**src/rtl/note_player.sv**
```systemverilog
// note_player
//   Plays one note at a time for song_reader. A new_note strobe latches the note
//   index and its duration in beats, then the block counts beats down and
//   returns a one-cycle note_done pulse when the note expires. On each codec
//   sample request it may advance a phase accumulator by the step from the
//   external frequency ROM. One cycle later it reports the sample, either with
//   a sine-ROM address or as a muted sample.
//
//   Optional feature: define NOTE_PLAYER_GAP_EN to insert a one-beat muted gap
//   after every note. In that build, note_done is issued when the gap ends.
//
// Ports
//   clk, reset            system clock; asynchronous active-high reset
//   play                  1 = run, 0 = freeze beat count and phase
//   note, duration        note index (0 = rest) and length in beats
//   new_note              strobe that loads note/duration
//   beat                  beat tick
//   freq_step             phase increment for note_rom_addr (combinational ROM)
//   generate_next_sample  codec sample request
//   note_rom_addr         latched note, drives the frequency ROM
//   sample_addr           sine-ROM address taken from the top bits of phase
//   sample_valid, mute    sample pulse one cycle after each request; mute = zero sample
//   note_done             one-cycle pulse when the current note finishes
//   busy                  1 while a note (or its gap) is held
module note_player #(
   parameter int PHASE_W = 20,
   parameter int ADDR_W  = 10
) (
   input  logic               clk,
   input  logic               reset,
   input  logic               play,
   input  logic [5:0]         note,
   input  logic [5:0]         duration,
   input  logic               new_note,
   input  logic               beat,
   input  logic [PHASE_W-1:0] freq_step,
   input  logic               generate_next_sample,
   output logic [5:0]         note_rom_addr,
   output logic [ADDR_W-1:0]  sample_addr,
   output logic               sample_valid,
   output logic               mute,
   output logic               note_done,
   output logic               busy
);

   typedef enum logic [1:0] {
      IDLE = 2'd0,
      PLAY = 2'd1,
      GAP  = 2'd2
   } state_t;

   state_t              state_r;
   state_t              state_next_s;
   logic [5:0]          remaining_r;
   logic [PHASE_W-1:0]  phase_r;
   logic                done_next_s;
   logic                dec_s;
   logic                adv_s;

   // sine-ROM address is the top ADDR_W bits of the registered phase
   assign sample_addr = phase_r[PHASE_W-1 -: ADDR_W];

   // phase only advances for a sounding note while running; a coincident load wins
   assign adv_s = generate_next_sample && (state_r == PLAY) && play &&
                  (note_rom_addr != 6'd0) && !new_note;

   // next-state, beat decrement and note_done decision
   always_comb begin
      state_next_s = state_r;
      done_next_s  = 1'b0;
      dec_s        = 1'b0;
      case (state_r)
         IDLE: begin
            state_next_s = IDLE;
         end
         PLAY: begin
            if (beat && play) begin
               dec_s = 1'b1;
               if (remaining_r == 6'd1) begin
`ifdef NOTE_PLAYER_GAP_EN
                  state_next_s = GAP;
`else
                  state_next_s = IDLE;
                  done_next_s  = 1'b1;
`endif
               end else begin
                  state_next_s = PLAY;
               end
            end else begin
               state_next_s = PLAY;
            end
         end
`ifdef NOTE_PLAYER_GAP_EN
         GAP: begin
            if (beat && play) begin
               state_next_s = IDLE;
               done_next_s  = 1'b1;
            end else begin
               state_next_s = GAP;
            end
         end
`endif
         default: begin
            state_next_s = IDLE;
         end
      endcase
      // a load overrides the transition but keeps any done for the old note
      if (new_note) begin
         if (duration != 6'd0) begin
            state_next_s = PLAY;
         end else begin
            state_next_s = IDLE;
            done_next_s  = 1'b1;
         end
      end else begin
         dec_s = dec_s;
      end
   end

   // state, note/beat/phase registers and registered outputs
   always_ff @(posedge clk or posedge reset) begin
      if (reset) begin
         state_r       <= IDLE;
         remaining_r   <= 6'd0;
         phase_r       <= '0;
         note_rom_addr <= 6'd0;
         sample_valid  <= 1'b0;
         mute          <= 1'b0;
         note_done     <= 1'b0;
         busy          <= 1'b0;
      end else begin
         state_r      <= state_next_s;
         note_done    <= done_next_s;
         busy         <= (state_next_s != IDLE);
         sample_valid <= generate_next_sample;
         mute         <= !adv_s;
         if (new_note) begin
            note_rom_addr <= note;
            remaining_r   <= duration;
            phase_r       <= '0;
         end else begin
            if (dec_s) begin
               remaining_r <= remaining_r - 6'd1;
            end
            if (adv_s) begin
               phase_r <= phase_r + freq_step;
            end
         end
      end
   end

endmodule

```
**config.mk**
```make
export PLATFORM = sky130hd
export DESIGN_NAME = note_player
export DESIGN_NICKNAME = d
export VERILOG_FILES = /design/src/rtl/note_player.sv
export SDC_FILE = /design/constraint.sdc
export NUM_CORES = 1
export LEC_CHECK = 0
export ABC_AREA = 1
export CAP_MARGIN = 0
export CORE_ASPECT_RATIO = 1.5
export CORE_UTILIZATION = 50
export CTS_CLUSTER_DIAMETER = 120
export CTS_CLUSTER_SIZE = 28
export DETAILED_ROUTE_END_ITERATION = 10
export DONT_BUFFER_PORTS = 1
export SLEW_MARGIN = 20
export SYNTH_ARGS = -nofsm -noshare
export SYNTH_HDL_FRONTEND = slang
export SYNTH_SLANG_ARGS = --single-unit
```
**constraint.sdc**
```tcl
create_clock -name clk -period 2.3 [get_ports clk]
set_input_delay 0.46 -clock clk [delete_from_list [all_inputs] [get_ports clk]]
set_output_delay 0.46 -clock clk [all_outputs]
set_load 0.03 [all_outputs]
```
==> results of run 1 <==
==> stage by stage <==
| step | cell area (sq um) | total power, mW |
|---|---|---|
| after floorplan | 2795 | 1.163 |
| after global placement | 2821 | 1.239 |
| after detailed placement | 2821 | 1.243 |
| after CTS | 2919 | 1.746 |
| after global routing | 2919 | 1.835 |
| final | 2919 | 1.723 |
==> where the power goes <==
part / internal [mW] / switching (mW)
Clock: 0.243 / 0.253
Sequential: 0.684 / 0.0888
Combinational: 0.167 / 0.288
Total: 1.09 / 0.630
==> layer usage <==
layer | global-route usage | part of all wire
met5 | 0 | 0
met4 | 0.07752 | 0.017
met3 | 0.04756 | 0.031
met2 | 0.4489 | 0.54
met1 | 0.2351 | 0.41
==> layout by cell type (no fill, tap or decap) <==
master	Yosys	layout
nand4_1	3	3
buf_4	10	5
fa_1	1	1
inv_1	44	44
nand2_1	142	142
nand3_2	5	5
and3_1	1	1
nand2_2	8	8
nor2_1	32	32
a21oi_2	4	4
a22o_1	2	2
a21oi_1	11	11
xnor2_1	8	8
clkinvlp_4	0	2
o21ai_1	1	1
clkbuf_8	0	6
o221ai_1	2	2
a21boi_0	1	1
o21bai_1	1	1
nor3_1	2	2
o21ai_0	13	13
inv_2	1	1
nor2_2	4	4
ha_1	21	21
nand3b_1	5	5
nor3_2	3	3
o211ai_1	2	2
nand3_1	25	25
xor2_1	4	4
o31ai_1	1	1
dfrtp_1	36	36
==> cell type report <==
class                           instances  area, sq um
Inverter                               45        168.9
Timing Repair Buffer                    5        37.54
Sequential cell                        36        900.9
Clock buffer                            6        82.58
Multi-Input combinational cell        302         1627
Fill cell                             549         2490
Clock inverter                          2        15.01
Tap cell                               70        87.58
==> cell families after synthesis <==
family                   share of synthesized area
AND/OR/NAND/NOR                             0.3599
buffers and inverters                      0.09579
AO/OA/AOI/OAI                              0.08326
flip-flops                                  0.3223
adder cells (fa/ha/maj)                     0.1012
XOR/XNOR                                   0.03760
==> worst max-delay path, cell delays in order, from the launching register on <==
cell	delay (ps)
dfrtp_1	510
ha_1	440
nand2_1	130
nor2_1	160
inv_1	80
nor2_1	150
nor2_1	70
nand2_1	60
nand2_1	50
nand3_1	70
nand2_1	50
==> worst min path at each step <==
stage | to | cells after the start | slack (ps)
2_1_floorplan | phase_r[9]$_DFFE_PP0P_ | 2 | 450
3_3_place_gp | phase_r[9]$_DFFE_PP0P_ | 2 | 470
3_5_place_dp | phase_r[9]$_DFFE_PP0P_ | 2 | 470
4_1_cts | phase_r[9]$_DFFE_PP0P_ | 2 | 180
5_1_grt | sample_valid$_DFF_PP0_ | 0 | 170
6_report | phase_r[9]$_DFFE_PP0P_ | 2 | 160
==> state kept, by name, indices dropped and copies added, names as in the netlist <==
name	flops
busy	1
phase_r	20
note_rom_addr	6
note_done	1
remaining_r	6
mute	1
sample_valid	1
==> flow_metrics.py, run 1 <==
metrics = {
    "run_status": {
        "status": "finished clean",
    },
    "detailed_routing": {
        "drtPass1Iterations": 4,
        "vias_per_cell": 5.030,
        "drc": 0,
        "ant_nets": 0,
        "drt-total-wl_um": 6181,
        "routed-via-count": 2344,
        "routedWlPerCell_um": 13.26,
        "drtIter0Drc": 87,
    },
    "clocking": {
        "post_cts_buffers": 0,
        "cts-root-buf": "clkbuf_8",
        "cts_tree": "yes",
        "clk_path_buf_depth": 2,
        "cts_resized": 0,
        "cts_buffers": 5,
        "ctsHoldBuffers": 0,
        "clk_pin_slew_ps": 80,
        "insertion_delay_ps": 300,
        "cts.sink_count": 36,
        "ctsHtreeMaxLevel": 2,
    },
    "logic_synthesis": {
        "ys_top_cells_by_count": "142 x nand2_1, 44 x inv_1, 36 x dfrtp_1, 32 x nor2_1, 25 x nand3_1",
        "synth_area_sq_um": 2795,
        "yosysWarnings": 0,
        "yosysSeqAreaShare": 0.3223,
        "synth_cell_types": 31,
        "synth.avg_cell_area_sq_um": 7.023,
        "synth-edff-count": 0,
        "syn_inst": 398,
        "synth_top_area_frac": 0.3223,
        "synth_area_leaders": "dfrtp_1 32%, nand2_1 19%, ha_1 9.4%, inv_1 5.9%, nand3_1 4.5%",
        "yosys.area.top_type": "dfrtp_1",
        "synth.most_common_cell": "nand2_1",
        "synth_top_flop_cell": "dfrtp_1",
        "syn_nets": 458,
        "ys_seq_elements": 36,
        "async_flop_share": 1.000,
    },
    "timing": {
        "layout_setup_ws_ps": 414.5,
        "min_period_over_period": 0.8198,
        "slew_headroom": 0.6883,
        "period_needed_ps": 1885,
        "tns_ps": 0,
        "rsz0062_at_grt": "no",
        "finClkSkew_ps": 7.639,
        "setup_violations": 0,
        "slew_violations": 0,
        "worst_pin_slew_ps": 467.6,
        "final_hold_viol_count": 0,
        "hold_slack_ps": 159.4,
        "max_freq_mhz": 530.4,
    },
    "layout": {
        "diodes": 0,
        "fin_util": 0.5397,
        "drive_gt1_frac": 0.09596,
        "final_nets": 455,
        "syn2layout_area_growth_pct": 4.432,
        "stdcell_count": 466,
    },
    "setup_path": {
        "regToRegSetupSlack_ps": 410,
        "critPathLaunchType": "register",
        "r2r_start": "phase_r[12]$_DFFE_PP0P_",
        "r2r_end": "phase_r[13]$_DFFE_PP0P_",
        "crit_arrival_ps": 2080,
        "crit_path_start": "phase_r[12]$_DFFE_PP0P_",
        "crit_path_end": "phase_r[13]$_DFFE_PP0P_",
        "reg2reg_depth": 10,
        "crit_type": "reg -> reg",
        "cp.required_ps": 2490,
        "crit_fanout": 6,
        "worst_setup_path_end_kind": "register",
    },
    "floorplanning": {
        "rows": 33,
        "core_area_sq_um": 5409,
        "pin_count": 58,
        "die-area_sq_um": 5900,
        "start_util": 0.5168,
        "die_height_um": 93.57,
        "die_x_um": 63.05,
    },
    "grt": {
        "grt_pass1_wl_um": 10430,
        "gr-total-overflow": 0,
        "grt_max_degree": 37,
        "track_usage": 0.2297,
        "grt_pass1_vias": 2361,
        "antenna_found_initial": 0,
    },
    "place": {
        "dpl.cell_count": 458,
        "hpwlAfterDp_um": 4813,
        "gp_congestion": 0.8611,
        "pre_cts_ws_ps": 344.3,
        "io_buffer_count": 0,
    },
    "pwr": {
        "ir_drop_v": 0.0003734,
        "p_leak_nw": 1.617,
        "power_density_nw_per_um2": 590.3,
    },
    "job": {
        "max_cap_violations": 0,
    },
    "worst_hold_path": {
        "min-delay-path-class": "in -> async",
    },
}
Power figures use the tool's default switching activity.
==> run 2: changes to the inputs <==
Clock period 2.3 ns to 1.9 ns, I/O delays scaled along.
==> flow_metrics.py, run 2 (same netlist as run 1, synthesis figures left out) <==
metrics = {
    "run_status": {
        "status": "finished clean",
    },
    "grt": {
        "track_usage": 0.2328,
        "gr-total-overflow": 0,
        "grt_max_degree": 37,
        "grt_pass1_wl_um": 10840,
        "antenna_found_initial": 0,
        "grt_pass1_vias": 2482,
    },
    "floorplanning": {
        "start_util": 0.5168,
        "die-area_sq_um": 5900,
        "core_area_sq_um": 5409,
        "die_x_um": 63.05,
        "pin_count": 58,
        "die_height_um": 93.57,
        "rows": 33,
    },
    "setup_path": {
        "r2r_end": "phase_r[16]$_DFFE_PP0P_",
        "regToRegSetupSlack_ps": 150,
        "cp.required_ps": 2090,
        "crit_fanout": 3,
        "worst_setup_path_end_kind": "register",
        "reg2reg_depth": 10,
        "r2r_start": "phase_r[0]$_DFFE_PP0P_",
        "crit_type": "reg -> reg",
        "critPathLaunchType": "register",
        "crit_arrival_ps": 1940,
    },
    "clocking": {
        "cts.sink_count": 36,
        "cts_tree": "yes",
        "cts-root-buf": "clkbuf_8",
        "clk_pin_slew_ps": 90,
        "cts_buffers": 5,
        "insertion_delay_ps": 290,
        "cts_resized": 0,
        "ctsHoldBuffers": 0,
        "post_cts_buffers": 0,
        "ctsHtreeMaxLevel": 2,
        "clk_path_buf_depth": 2,
    },
    "layout": {
        "num-fill-cells": 556,
        "largestRegisters": "phase_r: 20 flops, note_rom_addr: 6 flops, remaining_r: 6 flops",
        "syn2layout_area_growth_pct": 8.326,
        "diodes": 0,
        "final_common_cell": "nand2_1",
        "largest_register_ffs": 20,
        "drive_gt1_frac": 0.1345,
        "layout_common_cells": "142 x nand2_1, 44 x inv_1, 36 x dfrtp_1",
        "final_nets": 468,
        "largest_register": "phase_r",
    },
    "place": {
        "hpwlAfterDp_um": 5131,
        "io_buffer_count": 0,
        "gp_congestion": 0.9036,
        "pre_cts_ws_ps": 34.79,
    },
    "timing": {
        "final_hold_viol_count": 0,
        "slew_headroom": 0.6733,
        "finClkSkew_ps": 10.34,
        "min_period_over_period": 0.9196,
        "setup_violations": 0,
        "period_needed_ps": 1747,
        "rsz0062_at_grt": "no",
        "tns_ps": 0,
        "max_freq_mhz": 572.4,
        "layout_setup_ws_ps": 152.9,
        "slew_violations": 0,
        "worst_pin_slew_ps": 490.1,
    },
    "pwr": {
        "p_leak_nw": 1.679,
        "ir_drop_v": 0.0004615,
        "power_density_nw_per_um2": 701.1,
    },
    "detailed_routing": {
        "drtIter0Drc": 104,
        "vias_per_cell": 5.121,
        "drtPass1Iterations": 6,
        "drt-total-wl_um": 6438,
        "ant_nets": 0,
        "routedWlPerCell_um": 13.44,
        "routed-via-count": 2453,
        "drc": 0,
    },
    "job": {
        "max_cap_violations": 0,
    },
    "worst_hold_path": {
        "min-delay-path-class": "in -> async",
    },
}
## run 2: per-stage QoR
stage,utilization,std cells,hold WS [ps],power (mW),area (sq um)
4_1_cts,0.5577,479,98.45,2.144,3017
6_report,0.5598,479,80.37,2.123,3028
3_3_place_gp,0.5397,471,411.5,1.532,2919
3_5_place_dp,0.5397,471,411.5,1.540,2919
2_1_floorplan,-,398,411.4,1.408,2795
5_1_grt,0.5598,479,96.41,2.267,3028
## run 2: critical path, cell delays in order, from the launching register on
cell and delay [ps]:
dfrtp_1 390, ha_2 200, fa_2 360, nand3_1 90
nand3_2 100, nand2_1 80, nand2_1 120, nand2_1 110
nand3b_1 70, nand3_1 80, nand2_1 50
## run 2: area by class of cell
| type | count | area (sq um) | area share |
|---|---|---|---|
| flip-flops and latches | 36 | 900.9 | 0.2975 |
| clock inverters | 2 | 15.01 | 0.004959 |
| multi-input cells | 302 | 1638 | 0.5409 |
| well taps | 70 | 87.58 | 0.02893 |
| clock buffers | 6 | 82.58 | 0.02727 |
| repair buffers | 18 | 135.1 | 0.04463 |
| inverters | 45 | 168.9 | 0.05579 |
## run 2: how the worst max path moves through the flow
stage | depth (start not counted) | from | to | slack, ps
3_5_place_dp | 10 | freq_step[0] | phase_r[16]$_DFFE_PP0P_ | 30
6_report | 10 | phase_r[0]$_DFFE_PP0P_ | phase_r[16]$_DFFE_PP0P_ | 150
3_3_place_gp | 10 | freq_step[0] | phase_r[16]$_DFFE_PP0P_ | 70
4_1_cts | 10 | phase_r[0]$_DFFE_PP0P_ | phase_r[16]$_DFFE_PP0P_ | 40
5_1_grt | 11 | phase_r[0]$_DFFE_PP0P_ | phase_r[16]$_DFFE_PP0P_ | 8
2_1_floorplan | 10 | freq_step[0] | phase_r[12]$_DFFE_PP0P_ | 200
## run 2: power by group
part           switching (mW)  total, mW  internal, mW
logic                   0.404      0.634         0.230
clock network           0.301      0.595         0.294
registers              0.0651      0.893         0.828
total                   0.770       2.12          1.35
## run 2: metal layers
layer / share of wire / wire length, um / GRT usage / vias up
met2: 0.54 / 3467 / 0.4453 / 44
met4: 0.015 / 95 / 0.06008 / 0
li1: - / - / - / 1274
met1: 0.41 / 2667 / 0.2596 / 1124
met3: 0.032 / 207 / 0.03902 / 11
met5: 0 / 0 / 0 / -
